==> src/rtl/aes128_enc_iter.sv <==
// Iterative AES-128 encryptor: one round per clock over a 128-bit state register,
// round keys taken combinationally from the expanded 1408-bit key bus.

module aes128_sbox (
    input  logic [7:0] a_i,
    output logic [7:0] y_o
);
    localparam logic [0:255][7:0] SBOX = {
        128'h637c777bf26b6fc53001672bfed7ab76,
        128'hca82c97dfa5947f0add4a2af9ca472c0,
        128'hb7fd9326363ff7cc34a5e5f171d83115,
        128'h04c723c31896059a071280e2eb27b275,
        128'h09832c1a1b6e5aa0523bd6b329e32f84,
        128'h53d100ed20fcb15b6acbbe394a4c58cf,
        128'hd0efaafb434d338545f9027f503c9fa8,
        128'h51a3408f929d38f5bcb6da2110fff3d2,
        128'hcd0c13ec5f974417c4a77e3d645d1973,
        128'h60814fdc222a908846eeb814de5e0bdb,
        128'he0323a0a4906245cc2d3ac629195e479,
        128'he7c8376d8dd54ea96c56f4ea657aae08,
        128'hba78252e1ca6b4c6e8dd741f4bbd8b8a,
        128'h703eb5664803f60e613557b986c11d9e,
        128'he1f8981169d98e949b1e87e9ce5528df,
        128'h8ca1890dbfe6426841992d0fb054bb16
    };

    assign y_o = SBOX[a_i];
endmodule

module aes128_mixcol (
    input  logic [31:0] col_i,
    output logic [31:0] col_o
);
    function automatic logic [7:0] xt(input logic [7:0] x);
        return {x[6:0], 1'b0} ^ (x[7] ? 8'h1b : 8'h00);
    endfunction

    logic [7:0] a0, a1, a2, a3;
    assign {a0, a1, a2, a3} = col_i;

    // Fixed matrix {02 03 01 01} rotated per row; 3*x = xt(x) ^ x.
    assign col_o = {xt(a0) ^ xt(a1) ^ a1 ^ a2 ^ a3,
                    a0 ^ xt(a1) ^ xt(a2) ^ a2 ^ a3,
                    a0 ^ a1 ^ xt(a2) ^ xt(a3) ^ a3,
                    xt(a0) ^ a0 ^ a1 ^ a2 ^ xt(a3)};
endmodule

module aes128_enc_iter (
    input  logic          clk,
    input  logic          rst,
    input  logic [1407:0] round_keys,
    input  logic          in_valid,
    output logic          in_ready,
    input  logic [127:0]  block_in,
    output logic          out_valid,
    input  logic          out_ready,
    output logic [127:0]  block_out,
    output logic          busy
);
    typedef enum logic [1:0] {IDLE, ROUND, DONE} fsm_e;

    fsm_e         fsm_q, fsm_d;
    logic [3:0]   round_q, round_d;
    logic [127:0] state_q, state_d;

    // Padded to 16 entries so a 4-bit round index never leaves the array.
    logic [0:15][127:0] rk_arr;
    logic [127:0]       rk_sel;
    assign rk_arr = {round_keys, {5{128'h0}}};
    assign rk_sel = rk_arr[round_q];

    logic [0:15][7:0] sb, sr;
    logic [127:0]     mc, round_out;

    for (genvar b = 0; b < 16; b++) begin : g_sub
        aes128_sbox u_sbox (.a_i(state_q[127-8*b -: 8]), .y_o(sb[b]));
    end

    for (genvar c = 0; c < 4; c++) begin : g_col
        for (genvar r = 0; r < 4; r++) begin : g_row
            assign sr[4*c+r] = sb[4*((c+r)%4)+r];
        end
        aes128_mixcol u_mix (
            .col_i({sr[4*c], sr[4*c+1], sr[4*c+2], sr[4*c+3]}),
            .col_o(mc[127-32*c -: 32])
        );
    end

    // Final round skips MixColumns.
    assign round_out = ((round_q == 4'd10) ? sr : mc) ^ rk_sel;

    always_ff @(posedge clk) begin
        if (rst) begin
            fsm_q   <= IDLE;
            round_q <= 4'd0;
            state_q <= 128'h0;
        end else begin
            fsm_q   <= fsm_d;
            round_q <= round_d;
            state_q <= state_d;
        end
    end

    always_comb begin
        fsm_d   = fsm_q;
        round_d = round_q;
        state_d = state_q;
        unique case (fsm_q)
            IDLE: begin
                if (in_valid) begin
                    state_d = block_in ^ round_keys[1407:1280];
                    round_d = 4'd1;
                    fsm_d   = ROUND;
                end
            end
            ROUND: begin
                state_d = round_out;
                if (round_q == 4'd10) fsm_d = DONE;
                else                  round_d = round_q + 4'd1;
            end
            DONE: begin
                if (out_ready) fsm_d = IDLE;
            end
            default: fsm_d = IDLE;
        endcase
    end

    assign in_ready  = (fsm_q == IDLE) && !rst;
    assign out_valid = (fsm_q == DONE);
    assign busy      = (fsm_q == ROUND) || (fsm_q == DONE);
    assign block_out = state_q;
endmodule

==> config.mk <==
export PLATFORM = sky130hd
export DESIGN_NAME = aes128_enc_iter
export DESIGN_NICKNAME = d
export VERILOG_FILES = /design/src/rtl/aes128_enc_iter.sv
export SDC_FILE = /design/constraint.sdc
export NUM_CORES = 2
export LEC_CHECK = 0
export BUFFER_PORTS_ARGS = -buffer_cell sky130_fd_sc_hd__buf_4
export CAP_MARGIN = 20
export CORE_AREA = 3 3 644 646
export CTS_CLUSTER_SIZE = 28
export DETAILED_ROUTE_END_ITERATION = 16
export DIE_AREA = 0 0 647 649
export HOLD_SLACK_MARGIN = 0.1
export PLACE_DENSITY_LB_ADDON = 0.15
export SLEW_MARGIN = 20
export SYNTH_ARGS = -nofsm -noshare
export SYNTH_HDL_FRONTEND = slang
export SYNTH_SLANG_ARGS = --single-unit
==> constraint.sdc <==
create_clock -name clk -period 12.8 [get_ports clk]
set_input_delay 0.64 -clock clk [delete_from_list [all_inputs] [get_ports clk]]
set_output_delay 0.64 -clock clk [all_outputs]
set_load 0.02 [all_outputs]
==> results.py <==
metrics = {
    "sta": {
        "finalSetupViolCount": 0,
        "relSlewSlack": 0.175,
        "period_share": 0.473,
        "worstMarginPinSlew_ps": 1240,
        "max_freq_mhz": 165,
        "fin_skew_ps": 34.1,
        "hold_viol_final": 0,
        "rsz0062_at_grt": "no",
        "layout_min_cycle_time_ps": 6050,
        "fin_hold_ws_ps": 463,
        "fin_ws_ps": 6750,
        "setup_tns_ps": 0,
        "slew_viol_final": 0,
    },
    "cts": {
        "cts_resized": 0,
        "clk_path_buf_depth": 2,
        "cts_setup_buffers": 0,
        "cts_tree": "built",
        "holdBufCountCts": 0,
        "cts.sinks": 134,
        "insertion_delay_ps": 560,
        "clock-root-buffer": "clkbuf_16",
        "clk_pin_slew_ps": 70,
        "cts_max_level": 4,
        "cts_buffers": 17,
    },
    "pwr": {
        "max-vdd-ir-drop_v": 0.000253,
        "leakagePower_nw": 34.5,
        "pwr_density_cell_nw_per_um2": 382,
    },
    "routing": {
        "avgViaCountPerCell": 6.09,
        "vias": 107000,
        "drcViolationCount": 0,
        "wl_per_cell_um": 44.3,
        "first_pass_iters": 9,
        "drt-initial-drc-count": 16500,
        "wl_um": 782000,
        "ant_nets": 0,
    },
    "yosys": {
        "synth_edf_count": 0,
        "synth_area_um2": 79500,
        "syn_inst": 11300,
        "yosysUniqueCellTypes": 117,
        "synth_warnings": 0,
        "ys_seq_area_frac": 0.0337,
        "synth.avg_cell_area_um2": 7.04,
        "ys.flop_type": "dfxtp_1",
        "async_reset_ff_frac": 0,
        "ys_seq_elements": 134,
        "synth_fp_nets": 13100,
    },
    "hold_path": {
        "min_path_cells": 1,
        "hold_class": "flip-flop to flip-flop",
    },
    "setup_path": {
        "start_kind": "flip-flop",
        "r2r_cells": 14,
        "critPathCaptureType": "flip-flop",
        "crit_start": "block_out[105]$_SDFFE_PP0P_",
        "required_ps": 13190,
        "critPathKind": "flip-flop to flip-flop",
        "timing.rr.start": "block_out[105]$_SDFFE_PP0P_",
        "path_max_fanout": 28,
        "rr_endpoint": "block_out[40]$_SDFFE_PP0P_",
        "cp_data_arrival_time_ps": 6450,
        "rrSetupSlack_ps": 6750,
        "cp-endpoint": "block_out[40]$_SDFFE_PP0P_",
    },
    "placed_design": {
        "dpl.cell_count": 17400,
        "routabilityCongestion": 1.04,
        "dp_hpwl_um": 633000,
        "io_buffers": 1670,
        "pre_cts_ws_ps": 7030,
    },
    "final_layout": {
        "nets": 13700,
        "drive_gt1_frac": 0.239,
        "instances_no_fill": 17600,
        "syn2layout_area_growth_pct": 21.5,
        "fillerInstances": 46500,
    },
    "floorplan": {
        "fp-row-count": 235,
        "initial_core_util": 0.194,
        "coreArea_um2": 410000,
        "die_y_um": 649,
        "die_x_um": 647,
        "io_pins": 1671,
        "die_area_um2": 420000,
    },
    "run_status": {
        "outcome": "finished, final reports clean",
    },
    "global_routing": {
        "antenna_found_initial": 350,
        "grt_pass1_wl_um": 1010000,
        "grt_pass1_vias": 98600,
        "grt_max_degree": 111,
        "grt.total_usage": 0.354,
        "grt_overflow": 0,
    },
    "run": {
        "max_cap_viol_count": 0,
    },
}
placed cells by master (no fill, tap or decap), types with 114 or more instances in the layout:
cell type	synthesis	final
a211oi_1	247	247
a21oi_1	1021	1018
a311oi_1	143	142
a31oi_1	232	231
buf_4	101	1994
diode_2	0	219
ha_1	235	234
inv_1	121	114
mux2i_1	337	335
mux4_2	456	456
nand2_1	848	841
nand2b_1	321	321
nand3_1	317	317
nor2_1	908	899
nor2b_1	277	276
nor3_1	336	336
o211ai_1	210	210
o21ai_0	865	865
o221ai_1	117	117
o22ai_1	236	230
o311ai_0	154	154
xnor2_1	540	537
xor2_1	269	268
power breakdown:
part	switching [mW]	internal, mW
combinational	22.5	12.5
sequential	0.720	0.622
clock	0.288	0.308
cell usage after synthesis, types with 60 or more instances:
cell       count  share of area
a221oi_1      84         0.0093
nor2_1       908          0.043
inv_1        121         0.0057
a31oi_1      232          0.018
a311oi_1     143          0.016
nor3_1       336          0.021
mux2i_1      337          0.042
clkbuf_1     661          0.031
dfxtp_1      134          0.034
nand3_1      317          0.020
ha_1         235          0.037
or3_1         62         0.0049
o22ai_1      236          0.019
and2_1        89         0.0070
xor2_1       269          0.030
buf_1        129         0.0061
or2_2         91         0.0072
o31ai_1      100         0.0094
nand2_1      848          0.040
a21o_1        60         0.0057
buf_4        101         0.0095
o211ai_1     210          0.020
o221ai_1     117          0.013
a2111oi_0     83         0.0091
xnor2_1      540          0.059
mux4_2       456           0.13
and3_1        74         0.0058
nor2b_1      277          0.022
buf_2        434          0.027
o311ai_0     154          0.017
o21ai_0      865          0.054
a211oi_1     247          0.023
nand2b_1     321          0.025
a21oi_1     1021          0.064
final cells by class:
type | count | area, um2 | share of cell area
diodes | 219 | 548 | 0.00567
clock buffers | 18 | 429 | 0.00444
clock inverters | 14 | 173 | 0.00179
inverters | 164 | 623 | 0.00645
multi-input cells | 9626 | 70000 | 0.725
flip-flops and latches | 134 | 2840 | 0.0294
well taps | 5451 | 6820 | 0.0706
repair buffers | 2004 | 15200 | 0.157
critical path, stage by stage, from the launching register on:
cell and delay [ps]:
dfxtp_1 690, buf_4 440, inv_1 360, ha_1 660
nand2b_1 550, a21oi_1 220, a311oi_1 290, a21oi_1 100
mux4_2 520, mux2i_2 470, xnor2_2 300, xnor2_1 230
xnor2_1 150, o21ai_0 760, a21oi_1 150
through the flow:
step | area, um2 | total power [mW] | utilization
after global placement | 95400 | 35.7 | 0.233
final | 96600 | 36.9 | 0.236
after detailed placement | 95400 | 35.1 | 0.233
after global routing | 96400 | 38.4 | 0.235
after CTS | 96000 | 35.9 | 0.234
after floorplan | 79500 | 23.6 | -
flip-flops by register name, summed over array words and instances, names as in the netlist:
signal / cells
block_out: 128
round_q: 4
fsm_q: 2
how the worst min path moves through the flow:
stage / start / to / slack [ps]
after detailed placement: block_out[10]$_SDFFE_PP0P_ / block_out[10]$_SDFFE_PP0P_ / 450
after CTS: block_out[10]$_SDFFE_PP0P_ / block_out[10]$_SDFFE_PP0P_ / 470
after global routing: block_out[10]$_SDFFE_PP0P_ / block_out[10]$_SDFFE_PP0P_ / 490
final: block_out[10]$_SDFFE_PP0P_ / block_out[10]$_SDFFE_PP0P_ / 460
after floorplan: fsm_q[1]$_SDFFE_PP0P_ / fsm_q[1]$_SDFFE_PP0P_ / 510
after global placement: block_out[10]$_SDFFE_PP0P_ / block_out[10]$_SDFFE_PP0P_ / 450
cells by family after synthesis:
group                      synth area share
AOI/OAI and AO/OA                     0.351
and+or+nand+nor                       0.215
buffers and inverters                0.0886
xor gates and xnor gates             0.0954
muxes                                 0.178
adders and majority gates            0.0380
DFF                                  0.0337
per-layer routing:
metal | global-route usage | wire [um] | vias to the layer above
met4 | 0.248 | 68100 | 150
met2 | 0.517 | 324000 | 7595
met1 | 0.443 | 306000 | 53600
met5 | 0 | 999 | -
met3 | 0.102 | 82500 | 1533
li1 | - | - | 44500
Power figures use the tool's default switching activity.
